$ cat config.mk
export PLATFORM = sky130hd
export DESIGN_NAME = x_phaser_in_calib_mc_flat
export DESIGN_NICKNAME = d
export VERILOG_FILES = /design/src/rtl/x_phaser_in_calib_mc_if.sv /design/src/rtl/x_phaser_in_calib_mc.sv /design/src/flat_wrapper.sv
export SDC_FILE = /design/constraint.sdc
export NUM_CORES = 1
export LEC_CHECK = 0
export ABC_AREA = 1
export BUFFER_PORTS_ARGS = -buffer_cell sky130_fd_sc_hd__clkbuf_2
export CAP_MARGIN = 20
export CORE_MARGIN = 4
export CORE_UTILIZATION = 45
export CTS_CLUSTER_DIAMETER = 120
export CTS_CLUSTER_SIZE = 8
export DETAILED_ROUTE_END_ITERATION = 7
export PLACE_DENSITY_LB_ADDON = 0.25
export RECOVER_POWER = 50
export SLEW_MARGIN = 20
export SYNTH_ARGS = -nofsm -noshare
export SYNTH_HDL_FRONTEND = slang
export SYNTH_SLANG_ARGS = --single-unit
$ cat constraint.sdc
create_clock -name SYSCLK -period 2.5 [get_ports SYSCLK]
set_clock_uncertainty 0.1 [all_clocks]
set_input_delay 0.375 -clock SYSCLK [delete_from_list [all_inputs] [get_ports SYSCLK]]
set_output_delay 0.375 -clock SYSCLK [all_outputs]
set_load 0.005 [all_outputs]
$ cat src/rtl/x_phaser_in_calib_mc_if.sv
// Calibration-side bundle of the phaser-in tap controller: manual adjust,
// load/readback, edge-search control and the per-lane tap/status results.
interface x_phaser_in_calib_mc_if #(
  parameter int LANES     = 4,
  parameter int TAP_WIDTH = 6
);
  localparam int SEL_W = (LANES > 1) ? $clog2(LANES) : 1;

  logic [LANES-1:0]           FINEENABLE;
  logic [LANES-1:0]           FINEINC;
  logic [SEL_W-1:0]           LANESEL;
  logic                       COUNTERLOADEN;
  logic [TAP_WIDTH-1:0]       COUNTERLOADVAL;
  logic                       COUNTERREADEN;
  logic                       RSTDQSFIND;
  logic [LANES-1:0]           SAMPLE;
  logic [LANES*TAP_WIDTH-1:0] TAP;
  logic [TAP_WIDTH-1:0]       COUNTERREADVAL;
  logic [LANES-1:0]           FINEOVERFLOW;
  logic                       DQSFOUND;
  logic                       DQSOUTOFRANGE;
  logic                       BUSY;

  modport master (
    output FINEENABLE, FINEINC, LANESEL, COUNTERLOADEN, COUNTERLOADVAL,
           COUNTERREADEN, RSTDQSFIND, SAMPLE,
    input  TAP, COUNTERREADVAL, FINEOVERFLOW, DQSFOUND, DQSOUTOFRANGE, BUSY
  );

  modport slave (
    input  FINEENABLE, FINEINC, LANESEL, COUNTERLOADEN, COUNTERLOADVAL,
           COUNTERREADEN, RSTDQSFIND, SAMPLE,
    output TAP, COUNTERREADVAL, FINEOVERFLOW, DQSFOUND, DQSOUTOFRANGE, BUSY
  );
endinterface

$ cat src/rtl/x_phaser_in_calib_mc.sv
// Multi-lane fine-delay tap controller with DQS rising-edge search.
// Define X_PHASER_IN_CALIB_CENTER_EN to centre each tap between rise and fall.
//
// state  | meaning
// IDLE   | manual adjust / load allowed, waiting for RSTDQSFIND
// SETTLE | delay line settling after a tap step (down-counter)
// SAMPLE | one-cycle edge detect on SAMPLE, decide DONE/FAIL/STEP
// STEP   | advance every still-sweeping lane by one tap
// DONE   | search succeeded, final taps applied
// FAIL   | search ran out of taps
module x_phaser_in_calib_mc #(
  parameter int LANES         = 4,
  parameter int TAP_WIDTH     = 6,
  parameter int SETTLE_CYCLES = 8,
  parameter int FINE_DELAY    = 0
) (
  input logic                   SYSCLK,
  input logic                   RST,
  x_phaser_in_calib_mc_if.slave bus
);
  localparam int SEL_W = (LANES > 1) ? $clog2(LANES) : 1;
  localparam int CNT_W = (SETTLE_CYCLES > 1) ? $clog2(SETTLE_CYCLES) : 1;
  localparam logic [TAP_WIDTH-1:0] TAP_MAX = '1;

  typedef enum logic [2:0] {
    ST_IDLE, ST_SETTLE, ST_SAMPLE, ST_STEP, ST_DONE, ST_FAIL
  } state_t;

  state_t                          state;
  logic [CNT_W-1:0]                cnt;
  logic [TAP_WIDTH-1:0]            sweep;
  logic [LANES-1:0][TAP_WIDTH-1:0] tap_q;
  logic [LANES-1:0][TAP_WIDTH-1:0] rise_q;
  logic [LANES-1:0]                prev_q;
  logic [LANES-1:0]                rose_q;
  logic [TAP_WIDTH-1:0]            rd_q;
  logic [LANES-1:0]                ovf_q;
  logic                            found_q;
  logic                            oor_q;
  logic                            busy_q;
`ifdef X_PHASER_IN_CALIB_CENTER_EN
  logic [LANES-1:0]                done_q;
  logic [LANES-1:0][TAP_WIDTH-1:0] fall_q;
  logic [LANES-1:0]                hit_fall;
  logic [LANES-1:0][TAP_WIDTH-1:0] fall_eff;
  logic [TAP_WIDTH:0]              sum;
`endif

  logic                            sel_ok;
  logic [LANES-1:0]                hit_rise;
  logic [LANES-1:0]                active;
  logic [LANES-1:0]                complete_nx;
  logic [LANES-1:0][TAP_WIDTH-1:0] rise_eff;
  logic [LANES-1:0][TAP_WIDTH-1:0] fin_tap;

  assign sel_ok             = int'(bus.LANESEL) < LANES;
  assign bus.TAP            = tap_q;
  assign bus.COUNTERREADVAL = rd_q;
  assign bus.FINEOVERFLOW   = ovf_q;
  assign bus.DQSFOUND       = found_q;
  assign bus.DQSOUTOFRANGE  = oor_q;
  assign bus.BUSY           = busy_q;

  always_comb begin
    hit_rise    = '0;
    active      = '0;
    complete_nx = '0;
    rise_eff    = '0;
    fin_tap     = '0;
`ifdef X_PHASER_IN_CALIB_CENTER_EN
    hit_fall    = '0;
    fall_eff    = '0;
    sum         = '0;
`endif
    for (int i = 0; i < LANES; i++) begin
      // prev starts at 1, so a lane already high must go low before a rise counts
      hit_rise[i] = !rose_q[i] && bus.SAMPLE[i] && !prev_q[i];
      rise_eff[i] = hit_rise[i] ? sweep : rise_q[i];
`ifdef X_PHASER_IN_CALIB_CENTER_EN
      hit_fall[i]    = rose_q[i] && !done_q[i] && !bus.SAMPLE[i] && prev_q[i];
      active[i]      = !done_q[i];
      complete_nx[i] = done_q[i] || hit_fall[i] ||
                       ((rose_q[i] || hit_rise[i]) && (sweep == TAP_MAX));
      fall_eff[i]    = done_q[i] ? fall_q[i] : (hit_fall[i] ? sweep : TAP_MAX);
      sum            = {1'b0, rise_eff[i]} + {1'b0, fall_eff[i]};
      fin_tap[i]     = sum[TAP_WIDTH:1];
`else
      active[i]      = !rose_q[i];
      complete_nx[i] = rose_q[i] || hit_rise[i];
      fin_tap[i]     = rise_eff[i];
`endif
    end
  end

  always_ff @(posedge SYSCLK or posedge RST) begin
    if (RST) begin
      state   <= ST_IDLE;
      cnt     <= '0;
      sweep   <= '0;
      tap_q   <= {LANES{TAP_WIDTH'(FINE_DELAY)}};
      rise_q  <= '0;
      prev_q  <= '1;
      rose_q  <= '0;
      rd_q    <= '0;
      ovf_q   <= '0;
      found_q <= 1'b0;
      oor_q   <= 1'b0;
      busy_q  <= 1'b0;
`ifdef X_PHASER_IN_CALIB_CENTER_EN
      done_q  <= '0;
      fall_q  <= '0;
`endif
    end else begin
      ovf_q <= '0;
      if (bus.COUNTERREADEN)
        rd_q <= sel_ok ? tap_q[bus.LANESEL] : '0;

      if (bus.RSTDQSFIND) begin
        state   <= ST_SETTLE;
        cnt     <= CNT_W'(SETTLE_CYCLES - 1);
        sweep   <= '0;
        tap_q   <= '0;
        rose_q  <= '0;
        prev_q  <= '1;
        found_q <= 1'b0;
        oor_q   <= 1'b0;
        busy_q  <= 1'b1;
`ifdef X_PHASER_IN_CALIB_CENTER_EN
        done_q  <= '0;
`endif
      end else begin
        if (!busy_q) begin
          for (int i = 0; i < LANES; i++) begin
            // a load to the same lane overrides the fine step and its wrap pulse
            if (bus.COUNTERLOADEN && sel_ok && (bus.LANESEL == SEL_W'(i))) begin
              tap_q[i] <= bus.COUNTERLOADVAL;
            end else if (bus.FINEENABLE[i]) begin
              if (bus.FINEINC[i]) begin
                tap_q[i] <= tap_q[i] + 1'b1;
                ovf_q[i] <= (tap_q[i] == TAP_MAX);
              end else begin
                tap_q[i] <= tap_q[i] - 1'b1;
                ovf_q[i] <= (tap_q[i] == '0);
              end
            end
          end
        end

        case (state)
          ST_IDLE: ;
          ST_SETTLE: begin
            if (cnt == '0) state <= ST_SAMPLE;
            else           cnt   <= cnt - 1'b1;
          end
          ST_SAMPLE: begin
            prev_q <= bus.SAMPLE;
            rose_q <= rose_q | hit_rise;
            rise_q <= rise_eff;
`ifdef X_PHASER_IN_CALIB_CENTER_EN
            done_q <= complete_nx;
            for (int i = 0; i < LANES; i++)
              if (hit_fall[i]) fall_q[i] <= sweep;
`endif
            if (&complete_nx) begin
              state   <= ST_DONE;
              tap_q   <= fin_tap;
              found_q <= 1'b1;
              busy_q  <= 1'b0;
            end else if (sweep == TAP_MAX) begin
              state  <= ST_FAIL;
              for (int i = 0; i < LANES; i++)
                tap_q[i] <= (rose_q[i] || hit_rise[i]) ? rise_eff[i] : TAP_MAX;
              oor_q  <= 1'b1;
              busy_q <= 1'b0;
            end else begin
              state <= ST_STEP;
            end
          end
          ST_STEP: begin
            sweep <= sweep + 1'b1;
            for (int i = 0; i < LANES; i++)
              if (active[i]) tap_q[i] <= sweep + 1'b1;
            cnt   <= CNT_W'(SETTLE_CYCLES - 1);
            state <= ST_SETTLE;
          end
          ST_DONE: state <= ST_IDLE;
          ST_FAIL: state <= ST_IDLE;
          default: state <= ST_IDLE;
        endcase
      end
    end
  end
endmodule

$ cat src/flat_wrapper.sv
// flat-port wrapper written by rule: the top's interface ports become plain ports
module x_phaser_in_calib_mc_flat 
#(
  parameter int LANES         = 4,
  parameter int TAP_WIDTH     = 6,
  parameter int SETTLE_CYCLES = 8,
  parameter int FINE_DELAY    = 0
)
  (SYSCLK, RST, bus_FINEENABLE, bus_FINEINC, bus_LANESEL, bus_COUNTERLOADEN, bus_COUNTERLOADVAL, bus_COUNTERREADEN, bus_RSTDQSFIND, bus_SAMPLE, bus_TAP, bus_COUNTERREADVAL, bus_FINEOVERFLOW, bus_DQSFOUND, bus_DQSOUTOFRANGE, bus_BUSY);
  x_phaser_in_calib_mc_if #(.LANES(LANES), .TAP_WIDTH(TAP_WIDTH)) bus_i ();
  input logic SYSCLK;
  input logic RST;
  input wire logic [$bits(bus_i.FINEENABLE)-1:0] bus_FINEENABLE;
  input wire logic [$bits(bus_i.FINEINC)-1:0] bus_FINEINC;
  input wire logic [$bits(bus_i.LANESEL)-1:0] bus_LANESEL;
  input wire logic [$bits(bus_i.COUNTERLOADEN)-1:0] bus_COUNTERLOADEN;
  input wire logic [$bits(bus_i.COUNTERLOADVAL)-1:0] bus_COUNTERLOADVAL;
  input wire logic [$bits(bus_i.COUNTERREADEN)-1:0] bus_COUNTERREADEN;
  input wire logic [$bits(bus_i.RSTDQSFIND)-1:0] bus_RSTDQSFIND;
  input wire logic [$bits(bus_i.SAMPLE)-1:0] bus_SAMPLE;
  output wire logic [$bits(bus_i.TAP)-1:0] bus_TAP;
  output wire logic [$bits(bus_i.COUNTERREADVAL)-1:0] bus_COUNTERREADVAL;
  output wire logic [$bits(bus_i.FINEOVERFLOW)-1:0] bus_FINEOVERFLOW;
  output wire logic [$bits(bus_i.DQSFOUND)-1:0] bus_DQSFOUND;
  output wire logic [$bits(bus_i.DQSOUTOFRANGE)-1:0] bus_DQSOUTOFRANGE;
  output wire logic [$bits(bus_i.BUSY)-1:0] bus_BUSY;
  assign bus_i.FINEENABLE = bus_FINEENABLE;
  assign bus_i.FINEINC = bus_FINEINC;
  assign bus_i.LANESEL = bus_LANESEL;
  assign bus_i.COUNTERLOADEN = bus_COUNTERLOADEN;
  assign bus_i.COUNTERLOADVAL = bus_COUNTERLOADVAL;
  assign bus_i.COUNTERREADEN = bus_COUNTERREADEN;
  assign bus_i.RSTDQSFIND = bus_RSTDQSFIND;
  assign bus_i.SAMPLE = bus_SAMPLE;
  assign bus_TAP = bus_i.TAP;
  assign bus_COUNTERREADVAL = bus_i.COUNTERREADVAL;
  assign bus_FINEOVERFLOW = bus_i.FINEOVERFLOW;
  assign bus_DQSFOUND = bus_i.DQSFOUND;
  assign bus_DQSOUTOFRANGE = bus_i.DQSOUTOFRANGE;
  assign bus_BUSY = bus_i.BUSY;
  x_phaser_in_calib_mc #(.LANES(LANES), .TAP_WIDTH(TAP_WIDTH), .SETTLE_CYCLES(SETTLE_CYCLES), .FINE_DELAY(FINE_DELAY)) u_core (.SYSCLK(SYSCLK), .RST(RST), .bus(bus_i));
endmodule
# --- Yosys cells after proc, flatten, opt, wreduce, memory -nomap -nowiden ---
# Cells that the tools add are included.
op_classes:
  add_sub_neg: 10
  magnitude_cmp: 1
  n_eq_ne: 15
  n_mux: 70
  n_bitwise: 2
  n_reduce_logical: 44
ops:
  columns: ["op", "n"]
  rows:
  - ["$mux W6", 27]
  - ["$mux W24", 4]
  - ["$pmux W24 S2", 1]
  - ["$add A6 B1 Y6 const B", 5]
  - ["$eq A6 B6 Y1 const B", 5]
  - ["$logic_not A6 Y1", 4]
  - ["$mux W4", 6]
  - ["$sub A6 B1 Y6 const B", 4]
  - ["$mux W1", 23]
  - ["$mux W3", 6]
  - ["$bmux W6 S2", 1]
  - ["$logic_and A1 B1 Y1", 12]
  - ["$pmux W3 S4", 1]
  - ["$reduce_and A2 Y1", 5]
  - ["$logic_not A1 Y1", 8]
  - ["$reduce_bool A2 Y1", 4]
  - ["$eq A3 B2 Y1 const B", 2]
  - ["$logic_not A3 Y1", 2]
  - ["$pmux W3 S2", 1]
  - ["$reduce_bool A3 Y1", 2]
  - ["$eq A2 B2 Y1 const B", 2]
  - ["$logic_or A1 B1 Y1", 4]
  - ["$ne A2 B2 Y1 const B", 2]
  - ["$or A4 B4 Y4", 1]
  - ["other kinds (10)", 10]
word_totals:
  ff_bits: 81
  input_bits: 25
  out_inout_bits: 37
  word_cells: 160

# --- Longest topological paths before layout ---
# Gate-level depths: netlist of run 1.
logic_depth:
  ltp_word: 9
  mapped_depth: 14
  depth_no_buf: 14

# --- Least setup slack after synthesis of run 1 ---
# OpenSTA, ideal clock, no wires.
synth_timing:
  kind: "flip-flop to flip-flop"
  startpoint: "register u_core.tap_q (netlist bit u_core.bus.TAP[6])"
  endpoint: "register u_core.tap_q (netlist bit u_core.bus.TAP[10])"
  setup_time_ns: 0.119
  t_arrival_ns: 1.591
  required_time_ns: 2.281
  setup_slack_ns: 0.690
  stages_incl_launch_ff: 13
  path_buffers: 0
  synth_period_minus_slack_ns: 1.810
  path_cell_list: "dfrtp_1 > inv_1 > fa_1 > inv_1 > nand3_1 > nand2_1 > nand2_1 > nand3_1 > nand2_1 > nand2_1 > nand3_1 > a21oi_1 > nor2_1"
synth_between:
  elab_chain_len: 9
  elab_cells_between_ends: 11
  classes_between: "2 x add/sub; 9 x mux"
synth_lines:
  columns: ["item", "line", "text"]
  rows:
  - ["start, declared", "x_phaser_in_calib_mc.sv:32", "logic [LANES-1:0][TAP_WIDTH-1:0] tap_q;"]
  - ["start signal, assigned", "x_phaser_in_calib_mc.sv:100", "tap_q <= {LANES{TAP_WIDTH'(FINE_DELAY)}};"]
  - ["start signal, assigned by index", "x_phaser_in_calib_mc.sv:136", "tap_q[i] <= bus.COUNTERLOADVAL;"]
  - ["start signal, assigned by index", "x_phaser_in_calib_mc.sv:139", "tap_q[i] <= tap_q[i] + 1'b1;"]
  - ["$sub A6 B1 Y6 or $add A6 B1 Y6 (tied branches)", "x_phaser_in_calib_mc.sv:142, x_phaser_in_calib_mc.sv:139", null]
  - ["$mux W6 (*)", "x_phaser_in_calib_mc.sv:138", "if (bus.FINEINC[i]) begin"]
  - ["$mux W6 (*)", "x_phaser_in_calib_mc.sv:137", "end else if (bus.FINEENABLE[i]) begin"]
  - ["$mux W6 (*)", "x_phaser_in_calib_mc.sv:135", "if (bus.COUNTERLOADEN && sel_ok && (bus.LANESEL == SEL_W'(i))) begin"]
  - ["$mux W24 (*)", "x_phaser_in_calib_mc.sv:132", "if (!busy_q) begin"]
  - ["$mux W24", "x_phaser_in_calib_mc.sv:169", "end else if (sweep == TAP_MAX) begin"]
  - ["$mux W24", "x_phaser_in_calib_mc.sv:164", "if (&complete_nx) begin"]
  - ["$pmux W24 S2 (*)", "x_phaser_in_calib_mc.sv:149", "case (state)"]
  - ["$mux W24 (*)", "x_phaser_in_calib_mc.sv:118", "if (bus.RSTDQSFIND) begin"]
# Mark *: on every way between the ends. The rest lies on a longest branch, timed or not.
# A chain may end at the register's enable or synchronous reset.

# --- Worst setup path in the final report of run 1 ---
# Same ends and word-level chain as after synthesis.

==> impl_metrics.yaml, run 1 <==
layout:
  fin_util_pct: 52.3
  nets: 957
  syn2layout_area_growth_pct: 12.5
  n_antenna_cell: 0
  fill_cells: 1299
  regArea_um2: 2030
  finalNonFillerCells: 1086
  multiInputGateArea_um2: 3320
  drive_gt1_share_pct: 14.3
status:
  status: "finished with violations"
  violations: "capacitance limit, slew limit"
yosys:
  netlist-cell-type-count: 44
  syn-num-nets: 895
  synth_warnings: 0
  yosysTopAreaCellShare_pct: 32.4
  yosysSeqAreaShare_pct: 34.2
  synth_enable_flop_cells: 0
  synth.area.top_cells: "dfrtp_1 (32%), nand2_1 (13%), inv_1 (6.7%)"
  async_reset_ff_share_pct: 100
  ys_dominant_reg_cell: "dfrtp_1"
  synth_seq_cells: 81
  avgSynthCellArea_um2: 7.01
  syn_area_um2: 5940
  synth_cells: 847
  post-synth-top-area-cell: "dfrtp_1"
placement:
  io_buffers: 61
  dpl.cell_count: 1070
  post-place-ws_ps: 378
  dpl.hpwl_um: 13700
  gp_congestion: 0.941
critical_path:
  r2r_cells: 12
  end_kind: "register"
  path_class: "register to register"
  crit_path_max_fanout: 5
  crit_buf_inv: 2
  max_stage_delay_ps: 470
  cp.depth: 12
  cp_slowest_cell: "fa_1"
  crit-reg2reg-capture: "u_core.bus.TAP[10]$_DFF_PP0_"
  cp-startpoint: "u_core.bus.TAP[6]$_DFF_PP0_"
  path_delay_family: "simple AND/OR/NAND/NOR gates"
  cp-endpoint: "u_core.bus.TAP[10]$_DFF_PP0_"
  critPathMostFrequentCell: "nand2_1"
  start_kind: "register"
  rrSetupSlack_ps: 370
  cp.required_ps: 2630
  path_cells: "inv_1 > fa_1 > inv_1 > nand3_1 > nand2_1 > nand2_1 > nand3_1 > nand2_1 > nand2_1 > nand3_1 > a21oi_1 > nor2_1"
  reg2reg_from: "u_core.bus.TAP[6]$_DFF_PP0_"
  arrival_ps: 2260
drt:
  vias_per_cell: 5.53
  wl_per_cell_um: 16.6
  dr.pass1.iters: 6
  routed_wl_um: 18100
  drt_iter0_markers: 788
  num_vias: 6007
  drtAntennaViolNets: 0
  drc: 0
cts:
  cts_buffers: 9
  post_cts_buffers: 0
  ctsResizeCount: 0
  clock_latency_ps: 350
  cts.clk_slew.worst_paths_ps: 60
  cts.htree.levels: 3
  cts_hold_buf: 0
  clock_sinks: 81
  clockRootBuffer: "clkbuf_16"
  clockBufferDepth: 2
  cts_tree: "yes"
pwr:
  p_leak_nw: 3.41
  powerDensity_nw_per_um2: 561
  ir_drop_v: 0.000375
floorplanning:
  std_cell_rows: 41
  start_util_pct: 46.5
  core_um2: 12800
  die_y_um: 123
  die_w_um: 123
  dieArea_um2: 15100
  ios: 62
global_routing:
  antenna_found_initial: 0
  grt_pass1_wl_um: 28500
  grt_overflow: 0
  grt_pass1_vias: 5408
  grt_max_degree: 82
  track_usage_pct: 24.4
timing:
  fmax_mhz: 469
  min_period_ps: 2130
  finalSetupTns_ps: 0
  rsz0062_at_grt: "false"
  slew_headroom_pct: -22.7
  min_period_over_period_pct: 85.2
  fin_ws_ps: 369
  final_max_slew_viol_count: 82
  setup_viol: 0
  finalHoldViolCount: 0
  worst_slew_pin_slew_ps: 1840
worst_hold_path:
  hold_depth: 3
  hold_path_class: "input pin to register"
job:
  cap_violations: 1
cells in the mapped netlist (12+ instances only):
| cell type | count |
|---|---|
| nor2_1 | 69 |
| o22ai_1 | 14 |
| nand3_1 | 67 |
| a21oi_1 | 68 |
| o21ai_1 | 14 |
| dfrtp_1 | 77 |
| inv_1 | 106 |
| o21ai_2 | 12 |
| nand2_1 | 208 |
| o21ai_0 | 44 |
| ha_1 | 19 |
| nand4_1 | 14 |
where the power goes:
group	leakage [nW]	switching, mW	internal [mW]
sequential	1.07	0.133	1.40
combinational	2.21	0.618	0.359
clock	0.130	0.538	0.698
total	3.41	1.29	2.46
layer usage:
metal	GRT usage, %	wire length (um)	vias up
li1	-	-	2954
met1	34.1	8060	2730
met2	37.1	7900	271
met3	5.44	1530	52
met4	9.24	575	0
met5	0	0	-
kinds of logic after synthesis:
kind of cell    Yosys count  synth area share [%]
buf+inv                 141                  9.92
mux                       4                 0.674
fa+ha+maj                23                  5.35
simple gates            394                  29.1
xor+xnor                  6                 0.885
flops                    81                  34.2
compound gates          198                  19.9
through the flow:
stage | power (mW) | hold slack (ps) | instance area (um^2)
final | 3.75 | 134 | 6690
after global routing | 3.97 | 128 | 6690
after CTS | 3.77 | 58.2 | 6710
after floorplan | 2.19 | 342 | 5940
after global placement | 2.52 | 354 | 6440
after detailed placement | 2.53 | 361 | 6440
registers in the layout, indices dropped and copies added (netlist names):
name,cells
u_core.cnt,3
u_core.sweep,6
u_core.bus.TAP,24
u_core.state,3
u_core.bus.FINEOVERFLOW,4
u_core.bus.BUSY,1
u_core.bus.DQSFOUND,1
u_core.bus.DQSOUTOFRANGE,1
u_core.rise_q,24
u_core.bus.COUNTERREADVAL,6
u_core.prev_q,4
u_core.rose_q,4
worst reg2reg max path: stages (launching register included):
cell	delay [ps]
dfrtp_1	450
inv_1	150
fa_1	470
inv_1	80
nand3_1	90
nand2_1	80
nand2_1	50
nand3_1	60
nand2_1	60
nand2_1	110
nand3_1	110
a21oi_1	150
nor2_1	60
area by class of cell:
cell class,instances,share of cell area [%]
multi-input cells,625,49.7
clock inverters,3,0.262
flip-flops and latches,81,30.4
clock buffers,13,3.74
inverters,118,6.72
repair buffers,74,6.01
well taps,172,3.22
layout by cell type (no fill, tap or decap), types with 3 or more instances in the layout:
cell type    n
xnor2_1      4
nor2_2       4
inv_2       11
o22ai_2      4
nor3_1      10
a21oi_1     68
nand3b_1     5
nor2_4       6
clkbuf_16    9
inv_1      105
o211ai_1     6
fa_1         4
clkbuf_1    10
dfstp_2      4
o21ai_0     44
nand2_2      6
nand4_1     14
nand2_1    208
a31oi_1     11
ha_1        19
buf_4       10
a221oi_1     3
o21ai_1     14
dfrtp_1     77
mux2i_1      4
nor2_1      69
nand3_1     67
o22ai_1     14
o21ai_2     12
clkbuf_2    55
a22oi_1     11
a211oi_1     5
worst min-delay path by stage:
stage / start / end / slack, ps
6_report: bus_SAMPLE[0] / u_core.prev_q[0]$_DFFE_PP1P_ / 130
5_1_grt: bus_SAMPLE[0] / u_core.prev_q[0]$_DFFE_PP1P_ / 130
3_5_place_dp: u_core.rise_q[23]$_DFFE_PP0P_ / u_core.rise_q[23]$_DFFE_PP0P_ / 360
3_3_place_gp: u_core.rise_q[23]$_DFFE_PP0P_ / u_core.rise_q[23]$_DFFE_PP0P_ / 350
2_1_floorplan: u_core.rise_q[23]$_DFFE_PP0P_ / u_core.rise_q[23]$_DFFE_PP0P_ / 340
4_1_cts: RST / u_core.sweep[0]$_DFFE_PP0P_ / 60
Note: power is estimated with default switching activity, not from simulation.
==> run 2: changes to the inputs <==
--- a/config.mk
+++ b/config.mk
@@ -13,6 +13,7 @@
 export CTS_CLUSTER_DIAMETER = 120
 export CTS_CLUSTER_SIZE = 8
 export DETAILED_ROUTE_END_ITERATION = 7
+export GPL_TIMING_DRIVEN = 0
 export PLACE_DENSITY_LB_ADDON = 0.25
 export RECOVER_POWER = 50
 export SLEW_MARGIN = 20
==> run 2 against run 1 <==
The run now ends clean. Via count rose by 0.67%. Sequential share of layout area fell by 0.49 points. Non-clock buffer count rose by 13. Design area rose by 1.6%. Largest cell class unchanged. Register-to-register slack got worse by 20 ps. Count of clock-buffer cells in the layout fell by 2. Critical path depth fell by 4. Sequential power barely moved. Power rose by 6.0%. Fmax fell by 1.1%. Global-route usage rose by 0.48 points. Flip-flop and latch count did not move.
==> impl_metrics.yaml, run 2 (synthesis gave the netlist of run 1 again) <==
timing:
  min_period_over_period_pct: 86.2
  min_period_ps: 2150
  rsz0062_at_grt: "false"
  setup_viol: 0
  fmax_mhz: 464
  slew_headroom_pct: 32.2
  worst_slew_pin_slew_ps: 1010
  final_max_slew_viol_count: 0
  finalHoldViolCount: 0
  fin_ws_ps: 345
  finalSetupTns_ps: 0
global_routing:
  grt_pass1_vias: 5527
  grt_overflow: 0
  grt_pass1_wl_um: 29000
  track_usage_pct: 24.9
  grt_max_degree: 32
  antenna_found_initial: 0
critical_path:
  cp_slowest_cell: "dfrtp_1"
  end_kind: "register"
  max_stage_delay_ps: 480
  r2r_cells: 8
  cp.required_ps: 2620
  critPathMostFrequentCell: "o21ai_0"
  reg2reg_from: "u_core.bus.TAP[18]$_DFF_PP0_"
  start_kind: "register"
  path_cells: "inv_1 > fa_1 > xor2_1 > nor2_1 > o21ai_0 > o21ai_0 > o21ai_0 > a21oi_1"
  path_class: "register to register"
  crit_path_max_fanout: 6
  crit-reg2reg-capture: "u_core.bus.TAP[20]$_DFF_PP0_"
  arrival_ps: 2280
  rrSetupSlack_ps: 350
floorplanning:
  start_util_pct: 46.5
  std_cell_rows: 41
  die_w_um: 123
  core_um2: 12800
  ios: 62
  dieArea_um2: 15100
  die_y_um: 123
placement:
  io_buffers: 61
  gp_congestion: 0.932
  dpl.hpwl_um: 14200
  post-place-ws_ps: 404
drt:
  drt_iter0_markers: 522
  num_vias: 6047
  drc: 0
  dr.pass1.iters: 5
  drtAntennaViolNets: 0
  vias_per_cell: 5.50
  routed_wl_um: 18300
  wl_per_cell_um: 16.7
status:
  status: "completed"
cts:
  clock_sinks: 81
  clockRootBuffer: "clkbuf_16"
  post_cts_buffers: 0
  cts_buffers: 9
  clock_latency_ps: 360
  cts.htree.levels: 3
  cts.clk_slew.worst_paths_ps: 70
  cts_tree: "yes"
  clockBufferDepth: 2
layout:
  syn2layout_area_growth_pct: 14.4
  n_antenna_cell: 0
  final_common_cell: "nand2_1"
  fill_cells: 1290
  nets: 970
  drive_gt1_share_pct: 14.3
  layout_common_cells: "nand2_1 (208), inv_1 (105), dfrtp_1 (77), nor2_1 (69), a21oi_1 (68)"
  fin_util_pct: 53.2
worst_hold_path:
  hold_path_end: "u_core.prev_q[0]$_DFFE_PP1P_"
  hold_start: "bus_SAMPLE[0]"
  hold_depth: 3
  hold_path_class: "input pin to register"
pwr:
  powerDensity_nw_per_um2: 585
  ir_drop_v: 0.000379
  p_leak_nw: 3.45
job:
  cap_violations: 0
run 2: repair_timing:
| item | in CTS | in global routing |
|---|---|---|
| gates resized for setup | 0 | 0 |
| hold buffers | 1 | 0 |
| hold endpoints to repair | 17 | 0 |
run 2: metrics by stage:
| stage | total power [mW] | area [um^2] | hold WS, ps | instances |
|---|---|---|---|---|
| final | 3.97 | 6790 | 130 | 1099 |
| after global placement | 2.50 | 6460 | 360 | 1080 |
| after CTS | 3.99 | 6840 | 119 | 1099 |
| after floorplan | 2.19 | 5940 | 342 | 847 |
| after global routing | 4.20 | 6790 | 156 | 1099 |
| after detailed placement | 2.52 | 6500 | 345 | 1082 |
run 2: layout make-up:
cell class / count / area [um^2] / area share, %
buffer: 23 / 144 / 2.12
clock buffer: 11 / 243 / 3.57
clock inverter: 5 / 78.8 / 1.16
inverter: 118 / 447 / 6.57
multi-input combinational: 625 / 3320 / 48.9
sequential: 81 / 2030 / 29.9
tap: 172 / 215 / 3.17
timing repair buffer: 64 / 315 / 4.64
run 2: power breakdown:
group | total [mW] | internal, mW | switching (mW)
Clock | 1.47 | 0.901 | 0.565
Sequential | 1.54 | 1.40 | 0.134
Combinational | 0.973 | 0.359 | 0.614
run 2: critical path, delay by kind of cell, from the launching register on:
family	cells	cell delay, ps
xor+xnor	1	180
fa+ha+maj	1	480
buf+inv	1	150
compound gates	4	580
simple gates	1	50
flops	1	480
run 2: worst max-delay path by stage:
stage	startpoint	to	cells after the start
floorplan	u_core.bus.TAP[6]$_DFF_PP0_	u_core.bus.TAP[10]$_DFF_PP0_	12
global placement	u_core.bus.TAP[18]$_DFF_PP0_	u_core.bus.TAP[20]$_DFF_PP0_	8
detailed placement	bus_SAMPLE[0]	u_core.bus.TAP[1]$_DFF_PP0_	10
CTS	u_core.bus.TAP[18]$_DFF_PP0_	u_core.bus.TAP[20]$_DFF_PP0_	8
global route	RST	u_core.bus.COUNTERREADVAL[3]$_DFFE_PP0P_	4
finish	u_core.bus.TAP[18]$_DFF_PP0_	u_core.bus.TAP[20]$_DFF_PP0_	8
run 2: layer usage:
layer	share of wire, %	wire (um)	GRT usage (%)	up-vias
met4	2.3	415	9.38	0
met3	5.8	1060	3.43	28
met2	46	8480	39.8	206
met5	0	0	0	-
met1	46	8390	34.5	2824
li1	-	-	-	2989
==> run 3: changes to the inputs <==
--- a/config.mk
+++ b/config.mk
@@ -6,15 +6,17 @@
 export NUM_CORES = 1
 export LEC_CHECK = 0
 export ABC_AREA = 1
-export BUFFER_PORTS_ARGS = -buffer_cell sky130_fd_sc_hd__clkbuf_2
 export CAP_MARGIN = 20
+export CELL_PAD_IN_SITES_DETAIL_PLACEMENT = 0
+export CELL_PAD_IN_SITES_GLOBAL_PLACEMENT = 1
 export CORE_MARGIN = 4
-export CORE_UTILIZATION = 45
+export CORE_UTILIZATION = 42
 export CTS_CLUSTER_DIAMETER = 120
 export CTS_CLUSTER_SIZE = 8
 export DETAILED_ROUTE_END_ITERATION = 7
+export DONT_BUFFER_PORTS = 1
 export GPL_TIMING_DRIVEN = 0
-export PLACE_DENSITY_LB_ADDON = 0.25
+export PLACE_DENSITY = 0.74
 export RECOVER_POWER = 50
 export SLEW_MARGIN = 20
 export SYNTH_ARGS = -nofsm -noshare
==> run 3 against run 2 <==
Wire length rose by 7.4%. Hold slack got worse by 92 ps. Non-clock buffer count fell by 61. Power fell by 4.2%. Final cell count fell by 4.9%. Register-to-register slack got worse by 90 ps. Critical path type unchanged. Count of clock-buffer cells in the layout rose by 2. Critical endpoint unchanged.
==> impl_metrics.yaml, run 3 (synthesis gave the netlist of run 1 again) <==
critical_path:
  start_kind: "register"
  max_stage_delay_ps: 510
  path_cells: "inv_1 > fa_1 > xor2_1 > nor2_1 > o21ai_0 > o21ai_0 > o21ai_0 > a21oi_1"
  reg2reg_from: "u_core.bus.TAP[18]$_DFF_PP0_"
  crit_path_max_fanout: 6
  cp-startpoint: "u_core.bus.TAP[18]$_DFF_PP0_"
  cp_slowest_cell: "dfrtp_1"
  path_class: "register to register"
  crit_buf_inv: 1
  path_delay_family: "compound AO/OA/AOI/OAI gates"
  cp.required_ps: 2610
  end_kind: "register"
  arrival_ps: 2350
  critPathMostFrequentCell: "o21ai_0"
layout:
  nets: 909
  layout_common_cells: "nand2_1 (208), inv_1 (105), dfrtp_1 (77), nor2_1 (69), a21oi_1 (68)"
  design_area_um2: 6480
  fill_cells: 1442
  final_common_cell: "nand2_1"
  fin_util_pct: 46.7
  syn2layout_area_growth_pct: 9.16
  n_antenna_cell: 0
  drive_gt1_share_pct: 9.02
timing:
  finalSetupTns_ps: 0
  final_max_slew_viol_count: 0
  setup_viol: 0
  whs_ps: 38.3
  worst_slew_pin_slew_ps: 864
  min_period_ps: 2240
  rsz0062_at_grt: "false"
  fmax_mhz: 446
  min_period_over_period_pct: 89.6
  finalHoldViolCount: 0
  slew_headroom_pct: 42.4
cts:
  ctsResizeCount: 0
  cts_tree: "yes"
  clock_latency_ps: 350
  clockBufferDepth: 2
  clockRootBuffer: "clkbuf_16"
  cts_buffers: 9
  cts.htree.levels: 3
  post_cts_buffers: 0
  clock_sinks: 81
  cts.clk_slew.worst_paths_ps: 60
  cts_hold_buf: 1
pwr:
  ir_drop_v: 0.000333
  powerDensity_nw_per_um2: 587
  power_mw: 3.81
  p_leak_nw: 3.20
drt:
  drtAntennaViolNets: 0
  dr.pass1.iters: 7
  drt_iter0_markers: 494
  routed_wl_um: 19700
  drc: 0
  num_vias: 5866
  wl_per_cell_um: 18.9
  vias_per_cell: 5.61
floorplanning:
  die_w_um: 127
  std_cell_rows: 43
  ios: 62
  start_util_pct: 42.8
  die_y_um: 127
  core_um2: 13900
  dieArea_um2: 16100
worst_hold_path:
  hold_start: "bus_SAMPLE[0]"
  hold_path_class: "input pin to register"
global_routing:
  antenna_found_initial: 0
  track_usage_pct: 24.9
  grt_pass1_wl_um: 31700
  grt_pass1_vias: 5866
  grt_overflow: 0
  grt_max_degree: 34
placement:
  gp_congestion: 0.930
  dpl.hpwl_um: 15400
  place_area_um2: 6210
  io_buffers: 0
status:
  status: "completed"
job:
  cap_violations: 0
run 3: cell types whose count changed in the layout (fill, tap and decap cells not counted):
cell        change
clkbuf_1        -7
clkinv_2        -2
clkbuf_2       -53
clkinvlp_4      +1
bufinv_16       -1
clkbuf_8        +1
clkinv_4        -1
run 3: per-stage QoR:
step | setup slack [ps] | std cells
2_1_floorplan | 690 | 847
3_5_place_dp | 323 | 1029
5_1_grt | 152 | 1045
6_report | 260 | 1045
4_1_cts | 291 | 1045
3_3_place_gp | 323 | 1027
run 3: power by group:
| group | total, mW | internal [mW] | switching [mW] |
|---|---|---|---|
| clock network | 1.37 | 0.824 | 0.543 |
| logic | 0.882 | 0.314 | 0.568 |
| registers | 1.56 | 1.40 | 0.155 |
run 3: routing by layer:
metal | wire (um) | track usage, % | vias up
met4 | 516 | 8.33 | 0
met5 | 0 | 0 | -
met1 | 8740 | 32.5 | 2752
met3 | 1270 | 5.35 | 44
met2 | 9180 | 41.1 | 207
li1 | - | - | 2863
run 3: final cells by class:
class	instances	area, um^2	area share [%]
clock inverter	2	37.5	0.579
clock buffer	13	260	4.01
inverter	118	447	6.89
timing repair buffer	3	20.0	0.309
buffer	23	144	2.22
sequential	81	2030	31.3
multi-input combinational	625	3320	51.2
tap	180	225	3.47
run 3: worst paths after layout:
check,slack [ps],end,depth (start not counted)
worst max-delay path,260,u_core.bus.TAP[20]$_DFF_PP0_,8
worst min-delay path,40,u_core.prev_q[0]$_DFFE_PP1P_,2
worst max register to register,260,u_core.bus.TAP[20]$_DFF_PP0_,8
worst min register to register,380,u_core.rise_q[22]$_DFFE_PP0P_,2
max in group asynchronous,520,u_core.bus.TAP[15]$_DFF_PP0_,3
min in group asynchronous,500,u_core.bus.DQSOUTOFRANGE$_DFFE_PP0P_,2
